`src/rtl/pipe_pkg.sv`:
```
// rtl/pipe_pkg.sv - shared pipeline constants, opcodes and fetch FSM state type
package pipe_pkg;

  localparam logic [31:0] RESET_PC = 32'h0000_0000;
  localparam logic [31:0] NOP      = 32'h0000_0000;

  localparam logic [5:0] R_TYPE = 6'h00;
  localparam logic [5:0] LW     = 6'h23;
  localparam logic [5:0] SW     = 6'h2B;
  localparam logic [5:0] J      = 6'h02;
  localparam logic [5:0] BEQ    = 6'h04;
  localparam logic [5:0] BNE    = 6'h05;

  typedef enum logic [1:0] {
    REQ   = 2'd0,
    HOLD  = 2'd1,
    DRAIN = 2'd2
  } fetch_state_t;

endpackage

```
`src/rtl/fetch_target.sv`:
```
// rtl/fetch_target.sv - combinational branch/jump target from the IF/ID register
module fetch_target
  import pipe_pkg::*;
(
  input  logic [31:0] ID_INS,
  input  logic [31:0] ID_PC4,
  input  logic        jORb,
  output logic [31:0] target
);

  logic [31:0] branch_target;
  logic [31:0] jump_target;
  logic        unused_opcode;

  // Branch offset is a signed word count relative to PC+4; wraps at 32 bits
  assign branch_target = ID_PC4 + {{14{ID_INS[15]}}, ID_INS[15:0], 2'b00};
  // Jump stays inside the current 256 MB region
  assign jump_target   = {ID_PC4[31:28], ID_INS[25:0], 2'b00};
  assign target        = jORb ? branch_target : jump_target;

  // Opcode field is decoded by the control unit, not here
  assign unused_opcode = ^ID_INS[31:26];

endmodule

```
`src/rtl/instr_fetch_unit.sv`:
```
// rtl/instr_fetch_unit.sv - fetch FSM, PC and IF/ID register; FETCH_PERF_EN adds stall/flush counters
module instr_fetch_unit
  import pipe_pkg::*;
(
  input  logic        clk,
  input  logic        rst,
  input  logic        pcWrite,
  input  logic        ifidWrite,
  input  logic        ifidFlush,
  input  logic        pcSrc,
  input  logic        jORb,
  output logic        imem_req,
  output logic [31:0] imem_addr,
  input  logic        imem_ack,
  input  logic [31:0] imem_rdata,
  output logic [31:0] ID_INS,
  output logic [31:0] ID_PC4,
  output logic        ID_valid,
  output logic [31:0] stall_cnt,
  output logic [31:0] flush_cnt
);

  fetch_state_t state;
  logic [31:0]  pc;
  logic [31:0]  drain_addr;
  logic [31:0]  hold_buf;
  logic [31:0]  target;
  logic         load_ifid;
  logic [31:0]  load_word;

  fetch_target u_target (
    .ID_INS (ID_INS),
    .ID_PC4 (ID_PC4),
    .jORb   (jORb),
    .target (target)
  );

  // The request stays up in DRAIN so the abandoned access completes on the
  // address memory already saw; the new PC is presented only afterwards.
  assign imem_req  = !rst && (state != HOLD);
  assign imem_addr = (state == DRAIN) ? drain_addr : pc;

  // Select whether this edge moves a fresh or held word into IF/ID
  always_comb begin
    load_ifid = 1'b0;
    load_word = imem_rdata;
    case (state)
      REQ: begin
        if (!pcSrc && imem_ack && ifidWrite) begin
          load_ifid = 1'b1;
        end
      end
      HOLD: begin
        if (!pcSrc && ifidWrite) begin
          load_ifid = 1'b1;
          load_word = hold_buf;
        end
      end
      default: begin
        load_ifid = 1'b0;
      end
    endcase
  end

  // Fetch FSM: PC sequencing, hold buffer capture and redirect draining
  always_ff @(posedge clk) begin
    if (rst) begin
      state      <= REQ;
      pc         <= RESET_PC;
      drain_addr <= RESET_PC;
      hold_buf   <= NOP;
    end else begin
      case (state)
        REQ: begin
          if (pcSrc) begin
            pc <= target;
            if (!imem_ack) begin
              drain_addr <= pc;
              state      <= DRAIN;
            end
          end else if (imem_ack) begin
            if (ifidWrite) begin
              if (pcWrite) begin
                pc <= pc + 32'd4;
              end
            end else begin
              hold_buf <= imem_rdata;
              state    <= HOLD;
            end
          end
        end
        HOLD: begin
          if (pcSrc) begin
            pc    <= target;
            state <= REQ;
          end else if (ifidWrite) begin
            if (pcWrite) begin
              pc <= pc + 32'd4;
            end
            state <= REQ;
          end
        end
        DRAIN: begin
          if (pcSrc) begin
            pc <= target;
          end
          if (imem_ack) begin
            state <= REQ;
          end
        end
        default: begin
          state <= REQ;
        end
      endcase
    end
  end

  // IF/ID register: flush beats any load and leaves PC+4 untouched
  always_ff @(posedge clk) begin
    if (rst) begin
      ID_INS   <= NOP;
      ID_PC4   <= RESET_PC;
      ID_valid <= 1'b0;
    end else if (ifidFlush) begin
      ID_INS   <= NOP;
      ID_valid <= 1'b0;
    end else if (load_ifid) begin
      ID_INS   <= load_word;
      ID_PC4   <= pc + 32'd4;
      ID_valid <= 1'b1;
    end
  end

`ifdef FETCH_PERF_EN
  logic        discard;
  logic [31:0] stall_q;
  logic [31:0] flush_q;

  assign discard = (pcSrc && ((state == REQ && imem_ack) || state == HOLD)) ||
                   (state == DRAIN && imem_ack);

  // Free-running performance counters, wrapping at 2^32
  always_ff @(posedge clk) begin
    if (rst) begin
      stall_q <= 32'd0;
      flush_q <= 32'd0;
    end else begin
      if (!pcWrite || state == HOLD) begin
        stall_q <= stall_q + 32'd1;
      end
      if (ifidFlush || discard) begin
        flush_q <= flush_q + 32'd1;
      end
    end
  end

  assign stall_cnt = stall_q;
  assign flush_cnt = flush_q;
`else
  assign stall_cnt = 32'd0;
  assign flush_cnt = 32'd0;
`endif

endmodule

```
`config.mk`:
```
export PLATFORM = sky130hd
export DESIGN_NAME = instr_fetch_unit
export DESIGN_NICKNAME = d
export VERILOG_FILES = /design/src/rtl/pipe_pkg.sv /design/src/rtl/fetch_target.sv /design/src/rtl/instr_fetch_unit.sv
export SDC_FILE = /design/constraint.sdc
export NUM_CORES = 1
export LEC_CHECK = 0
export CAP_MARGIN = 30
export CORE_AREA = 2 2 186 188
export CTS_CLUSTER_SIZE = 24
export DETAILED_ROUTE_END_ITERATION = 8
export DIE_AREA = 0 0 188 190
export HOLD_SLACK_MARGIN = 0.03
export PLACE_DENSITY = 0.55
export SLEW_MARGIN = 20
export SYNTH_ARGS = -nofsm -noshare
export SYNTH_HDL_FRONTEND = slang
export SYNTH_SLANG_ARGS = --single-unit
```
`constraint.sdc`:
```
create_clock -name clk -period 7.35 [get_ports clk]
set_clock_uncertainty 0.15 [all_clocks]
set_input_delay 1.8375 -clock clk [delete_from_list [all_inputs] [get_ports clk]]
set_output_delay 1.8375 -clock clk [all_outputs]
set_load 0.02 [all_outputs]
```
==> metrics.txt, run 1 <==
Worst Max-Slew Pin Slew=0.986 ns; pwr dens=approximately 190 mW/mm2; TritonCTS clock tree=yes; Startpoint Class=input port; worst path required time=~5.4 ns; Post-synth EDFFs=0; post-DP HPWL=~21000 um; area share of the largest cell type after synthesis=about a third; Final Util=between 30% and 40%; worst-skew pair later-pin latency=0.43 ns; fillers=about 3600; DR pass1 iterations=5; post-CTS sizing=0; layout cells sized above 1=roughly 7.8%; Syn. warnings=0; Routed Wire Length=slightly below 30000 um; GRT Util Overall=approximately 16%; Primary FF master, synth=dfxtp_1; port buffer count=~140; drt drc=0; number of H-tree levels=4; Cell variety after synth=a little under 70; HP Class=register to register; Layout Nets=1373; outcome=complete, no violations; final antenna-violating net count=0; DIE HEIGHT=roughly 190 um; mapped cell area=0.00970 mm2; Peak VDD IR=0.158 mV; initial antenna violation count=0; cells after synthesis=~1200; Peak Freq=between 0.15 and 0.2 GHz; first-pass GRT wire length=approximately 46000 um; Post CTS Setup Buffer Count=0; critical path data arrival time=about 3 ns; dpl cell area=about 0.011 mm2; vias in the first global route=between 8000 and 9000; post-layout min period=5.07 ns; cell count after placement=approximately 1700; DR vias=a little under 9000; Final Non-Filler Cells=around 1800; pin count of the biggest net entering global routing=70; P_leak=4.25 nW; area grow syn2layout=21.2%; Area contributors post-synth=dfxtp_1 (34%), nand2_1 (7.2%), a21oi_1 (6.7%); Sink Count=163; diode count=0; Final Hold Fails=0; full die area=approximately 0.036 mm2; DRT iter0 DRCs=approximately 580; root buffer cell=clkbuf_16; die span in x=around 190 um; Worst slew margin=approximately 34%; Crit. End Element=output port; Clk pin slew, worst setup/hold paths=roughly 0.06 ns; RSZ-0062 raised after global routing=no; FFs w/ async S/R, synth=0%; Power Total=about 2.2 mW; Via-to-Cell Ratio=between 4 and 5; final setup vio count=0; starting density of the core=between 20% and 30%; Tcrit/Tclk final=~69%; gr ovfl total=0; IO Count=between 200 and 250; Rows=around 70; hold_buf cts=0; CTS max path bufs=2; Mean Syn Cell Area=around 7.9 um2; Fin Setup TNS=0 ns; MaxCap Viol Count=0; post-synthesis sequential area ratio=33.7%; crit path max fanout=between 60 and 70; routed len/inst=about 17 um; CTS Buf Count=17; Routability Congestion=between 0.8 and 0.9; Crit Path Category=input port to output port; Final Instance Area=0.0117 mm2; Synth Register Bits=163; Core Box Area=0.0339 mm2; max-slew violation count=0; leading area contributor after synthesis=dfxtp_1
registers in the layout, summed over array words and instances, names as in the netlist:
register,cells
ID_INS,32
pc,32
ID_PC4,32
drain_addr,32
ID_valid,1
hold_buf,32
state,2
path summary, 6_finish.rpt:
kind                                startpoint              to  slack (ns)  depth (start not counted)
worst max-delay path                       rst        imem_req        2.28                          3
worst min-delay path            drain_addr[31]  drain_addr[31]        0.30                          2
worst max register to register      ID_INS[15]          pc[23]        3.77                          9
worst min register to register  drain_addr[31]  drain_addr[31]        0.30                          2
report_power, final:
group	leakage [nW]	switching (mW)	internal [mW]
sequential	1.32	0.0393	0.911
clock	0.293	0.415	0.513
combinational	2.64	0.200	0.123
cells in the mapped netlist (all sizes together) (6+ instances only):
library cell	number
a21o	17
a21oi	130
o21bai	6
xor2	18
inv	7
and3	15
o21ai	47
buf	86
mux2i	42
a211oi	68
nor2	124
clkbuf	72
nand2	187
a31oi	11
nand4	8
o211ai	7
dfxtp	163
nand2b	8
ha	30
xnor2	33
mux2	37
nor3	19
nand3	26
layout make-up:
type                            instances  area [um2]  area share, %
Clock buffer                           18         429           3.65
Timing Repair Buffer                  149        1470           12.5
Inverter                                8        30.0          0.256
Clock inverter                         14         169           1.44
Tap cell                              455         569           4.85
Sequential cell                       163        3260           27.8
Multi-Input combinational cell        963        5810           49.5
cell usage in the layout (no fill, tap or decap), types with 5 or more instances in the layout:
master and instances:
o21ai_0 42, nand2b_1 8, nor2_1 123, clkdlybuf4s50_1 135, conb_1 64, ha_1 30, a31oi_1 11, dfxtp_1 163
inv_1 7, xor2_1 18, and3_1 13, inv_6 5, mux2_2 37, clkbuf_16 17, nand2_1 187, nand3_1 26
mux2i_1 42, nor3_1 17, a21o_1 17, o211ai_1 7, o21bai_1 6, xnor2_1 33, nand4_1 7, buf_4 12
a21oi_1 129, a211oi_1 68
critical path, stage by stage:
cell and delay [ns]:
buf_4 0.59, a21oi_1 0.08, clkdlybuf4s50_1 0.57
logic make-up after synthesis:
logic type | Yosys count | synth area share, %
AOI/OAI and AO/OA | 325 | 20.9
xor gates and xnor gates | 51 | 4.61
adders and majority gates | 31 | 4.08
buffers and inverters | 166 | 9.24
DFF | 163 | 33.7
muxes | 79 | 8.63
other | 1 | 0.0387
and+or+nand+nor | 413 | 18.8
routing by layer:
metal	GRT usage, %	up-vias	routed length (um)
li1	-	4345	-
met1	21.3	4074	13600
met2	27.3	231	14100
met3	3.67	24	1480
met4	4.36	0	407
met5	0	-	0
metrics by stage:
stage / setup WS [ns] / hold WS [ns]
global placement: 2.22 / 0.290
detailed placement: 2.23 / 0.294
floorplan: 2.65 / 0.284
global route: 2.20 / 0.321
CTS: 2.23 / 0.304
finish: 2.28 / 0.302
Note: power is estimated with default switching activity, not from simulation.
==> run 2: changes to the inputs <==
- clock period: 7.35 -> 4.9 ns (I/O delays scaled with it)
==> run 2 against run 1 <==
Against the previous run: setup slack got worse by 1.1 ns; core utilization is 0.074 points higher; first-iteration DRC count rose by 9.4%; combinational power up 51%; clock power increased by 48%; routed wire length up 2.7%; critical path depth grew 1; flip-flop and latch count unchanged; global-route usage rose by 0.32 points; highest routed layer unchanged.
==> metrics.txt, run 2 (same netlist as run 1, synthesis figures left out) <==
routed len/inst=~17 um; DIE HEIGHT=190 um; root buffer cell=clkbuf_16; CP delay by family, top=buffers and inverters; NetSw=a little over 1 mW; Peak Freq=between 0.2 and 0.3 GHz; most frequent cells in the layout=nand2_1 (187), dfxtp_1 (163), clkdlybuf4s50_1 (135), a21oi_1 (129), nor2_1 (123); slowest CP cell=clkdlybuf4s50_1; Int Pwr=approximately 2.3 mW; vias in the first global route=~8200; Sw Share=between 30% and 40%; sequential power share=between 40% and 50%; Final Instance Area=~0.012 mm2; Power Total=3.29 mW; IO Count=202; gr ovfl total=0; Worst Max-Slew Pin Slew=about 0.86 ns; HP Class=register to register; Worst slew margin=a little over two fifths; Routability Congestion=~0.85; Crit. End Element=output port; final setup vio count=0; Via-to-Cell Ratio=between 4 and 5; CTS max path bufs=2; GRT Util Overall=approximately 17%; outcome=complete, no violations; critical path data arrival time=2.36 ns; DRT iter0 DRCs=roughly 630; Peak VDD IR=between 0.2 and 0.25 mV; die span in x=roughly 190 um; Startpoint Class=register; DR pass1 iterations=5; Fin Setup TNS=0 ns; worst path required time=3.52 ns; crit path max fanout=18; worst-skew pair later-pin latency=around 0.44 ns; commonest non-fill, non-tap cell in the layout=nand2_1; layout cells sized above 1=approximately 8.3%; WP buf/inv=2; Routed Wire Length=slightly above 30000 um; pin count of the biggest net entering global routing=69; Core Box Area=about 0.034 mm2; DR vias=around 9000; diode count=0; GR peak layer=met2; Sink Count=approximately 160; P_leak=between 4 and 5 nW; Gate power share=between 10% and 20%; post-CTS sizing=0; Post CTS Setup Buffer Count=0; GR Util met3=approximately 3.6%; Clk pin slew, worst setup/hold paths=~0.070 ns; first-pass GRT wire length=roughly 47000 um; post-DP HPWL=roughly 22000 um; fillers=3536; Final Hold Fails=0; drt drc=0; dpl cell area=roughly 0.011 mm2; port buffer count=between 100 and 150; MaxCap Viol Count=0; global-route track usage on met1=~22%; CTS Buf Count=17; post-layout min period=3.74 ns; TritonCTS clock tree=yes; RSZ-0062 raised after global routing=no; starting density of the core=~29%; pwr dens=about 280 mW/mm2; area of the multi-input gates=0.00581 mm2; Crit Path Category=register to output port; Tcrit/Tclk final=approximately 76%; full die area=~0.036 mm2; clock share of power=a little over two fifths; Rows=slightly below 70; crit path cell chain=nand2b_1 > buf_4 > mux2_2 > clkdlybuf4s50_1; initial antenna violation count=0; Layout Nets=approximately 1400; number of H-tree levels=4; hold_buf cts=0; M2 GR Usage=between 20% and 30%; area grow syn2layout=21.4%; final antenna-violating net count=0; max-slew violation count=0; Register Area=about 0.0033 mm2; Largest stage delay, worst path=0.57 ns
run 2: stage by stage:
step	hold slack (ns)	worst slack [ns]	cells	utilization [%]
2_1_floorplan	0.284	1.42	1292	-
3_3_place_gp	0.289	1.03	1744	32.9
3_5_place_dp	0.294	1.03	1744	32.9
4_1_cts	0.305	1.17	1776	34.7
5_1_grt	0.319	1.07	1776	34.7
6_report	0.304	1.16	1776	34.7
run 2: power by group through the flow:
stage                     Combinational [mW]  Sequential [mW]  Clock [mW]
final                                  0.489             1.43        1.37
after global placement                 0.485             1.46           0
after floorplan                        0.353             1.44           0
after global routing                   0.534             1.43        1.45
after CTS                              0.490             1.43        1.40
after detailed placement               0.489             1.46           0
run 2: final timing paths:
check	endpoint	startpoint	slack (ns)	cells past startpoint
worst max register to register	pc[20]	ID_INS[0]	1.48	10
worst min-delay path	drain_addr[22]	drain_addr[22]	0.30	2
worst min register to register	drain_addr[22]	drain_addr[22]	0.30	2
worst max-delay path	imem_addr[24]	state[0]	1.16	4
run 2: worst min-delay path, cell delays in order, from the launching register on:
cell and delay (ns):
dfxtp_1 0.31, nand2_1 0.05, a21oi_1 0.05
run 2: area by class of cell:
| cell class | count | area share [%] |
|---|---|---|
| sequential | 163 | 27.7 |
| multi-input combinational | 963 | 49.4 |
| timing repair buffer | 155 | 12.7 |
| tap | 455 | 4.84 |
| clock inverter | 14 | 1.35 |
| clock buffer | 18 | 3.73 |
| inverter | 8 | 0.255 |
run 2: layer usage:
metal	wire length (um)	up-vias
met2	14500	278
li1	-	4374
met1	13700	4181
met5	0	-
met4	522	0
met3	1660	27
==> run 3: changes to the inputs <==
- PLACE_DENSITY: 0.55 -> 0.57
- clock period: 4.9 -> 3.19 ns (I/O delays scaled with it)
==> run 3 against run 2 <==
Against the previous run: die area stayed put; via count is 1.3% higher; critical path depth stayed put; global-route usage is 0.29 points higher; core utilization is 1.3 points higher; first-iteration DRC count is 7.3% lower; power is 54% higher; combinational power is 66% higher; setup slack worse by 1.1 ns; critical path type unchanged; worst hold slack better by 0.00067 ns; largest cell class unchanged; clock-buffer cell count stayed put.
==> metrics.txt, run 3 (same netlist as run 1, synthesis figures left out) <==
outcome=complete, no violations; Largest stage delay, worst path=about 0.54 ns; DIE HEIGHT=approximately 190 um; Final Hold Fails=0; slowest CP cell=clkdlybuf4s50_1; pwr dens=a little over 400 mW/mm2; WHS=approximately 0.30 ns; max-slew violation count=0; MaxCap Viol Count=0; DRT iter0 DRCs=~580; port buffer count=137; Fin Setup TNS=0 ns; post-layout min period=3.11 ns; Via-to-Cell Ratio=4.92; worst path required time=2.24 ns; Worst Max-Slew Pin Slew=0.882 ns; Sink Count=around 160; CTS max path bufs=2; crit path max fanout=26; vias in the first global route=between 8000 and 9000; commonest non-fill, non-tap cell in the layout=nand2_1; Post CTS Setup Buffer Count=0; TritonCTS clock tree=yes; Final Non-Filler Cells=approximately 1800; DR vias=8971; P_leak=4.63 nW; layout cells sized above 1=around 11%; HP Class=register to register; routed len/inst=16.9 um; area grow syn2layout=26.1%; Peak Freq=~0.32 GHz; worst-skew pair later-pin latency=0.44 ns; GRT Util Overall=17.0%; die span in x=188 um; Layout Nets=about 1400; Worst slew margin=slightly above 40%; Crit. End Element=output port; crit path cell chain=nand2b_1 > buf_12 > mux2_2 > clkdlybuf4s50_1; fillers=about 3500; pin count of the biggest net entering global routing=75; DR pass1 iterations=5; CTS Buf Count=17; Peak VDD IR=between 0.3 and 0.4 mV; most frequent cells in the layout=nand2_1 (187), dfxtp_1 (162), clkdlybuf4s50_1 (129), a21oi_1 (128), nor2_1 (123); critical path data arrival time=between 2 and 2.5 ns; Clk pin slew, worst setup/hold paths=0.07 ns; Rows=slightly below 70; final antenna-violating net count=0; Routed Wire Length=30800 um; cell count after placement=about 1800; first-pass GRT wire length=about 48000 um; area of the multi-input gates=between 0.005 and 0.006 mm2; Core Box Area=around 0.034 mm2; drt drc=0; final setup vio count=0; Tcrit/Tclk final=a little over nine tenths; diode count=0; gr ovfl total=0; Routability Congestion=between 0.8 and 0.9; post-DP HPWL=between 20000 and 25000 um; Register Area=about 0.0033 mm2; full die area=about 0.036 mm2; number of H-tree levels=4; root buffer cell=clkbuf_16; IO Count=between 200 and 250; hold_buf cts=0; Crit Path Category=register to output port; Startpoint Class=register; starting density of the core=between 20% and 30%; initial antenna violation count=1
==> run 3: layout make-up <==
type | instances | area share, %
clock buffers | 18 | 3.59
clock inverters | 14 | 1.29
well taps | 455 | 4.66
repair buffers | 201 | 15.9
multi-input cells | 963 | 47.6
flip-flops and latches | 163 | 26.7
inverters | 8 | 0.246
==> run 3: metrics by stage <==
step           area [um2]  total power, mW  setup slack (ns)  util (%)
2_1_floorplan        9930             2.76             0.288         -
3_3_place_gp        11600             3.02             0.147      34.2
3_5_place_dp        11600             3.03             0.142      34.2
4_1_cts             12200             5.11           0.00595      35.9
5_1_grt             12200             5.28          -0.00332      36.0
6_report            12200             5.08            0.0787      36.0
==> run 3: power by group <==
part / leakage, nW / internal (mW) / switching (mW)
registers: 1.32 / 2.10 / 0.0732
logic: 3.01 / 0.321 / 0.491
clock network: 0.294 / 1.07 / 1.02
total: 4.63 / 3.49 / 1.58
==> run 3: what timing repair did <==
item                       CTS  global route
resized for setup            3            10
cloned                       0             0
setup endpoints to repair   24            25
==> run 3: layer usage <==
layer | GRT usage [%] | up-vias | share of wire (%)
met3 | 3.87 | 41 | 5.5
met4 | 4.69 | 2 | 2.0
met5 | 0 | - | 0.039
li1 | - | 4459 | -
met1 | 21.3 | 4184 | 44
met2 | 29.3 | 285 | 48
==> run 3: path summary, 6_finish.rpt <==
kind            startpoint       endpoint  slack, ns  cells past startpoint
min reg2reg  drain_addr[8]  drain_addr[8]       0.30                      2
max               state[0]  imem_addr[22]       0.08                      4
min          drain_addr[8]  drain_addr[8]       0.30                      2
max reg2reg      ID_PC4[2]         pc[20]       0.26                     11
==> run 3: worst max-delay path: cells and delay by family, from the launching register on <==
family | cells | cell delay (ns)
buffers and inverters | 2 | 0.75
flip-flops | 1 | 0.41
multiplexers | 1 | 0.37
AND/OR/NAND/NOR | 1 | 0.20
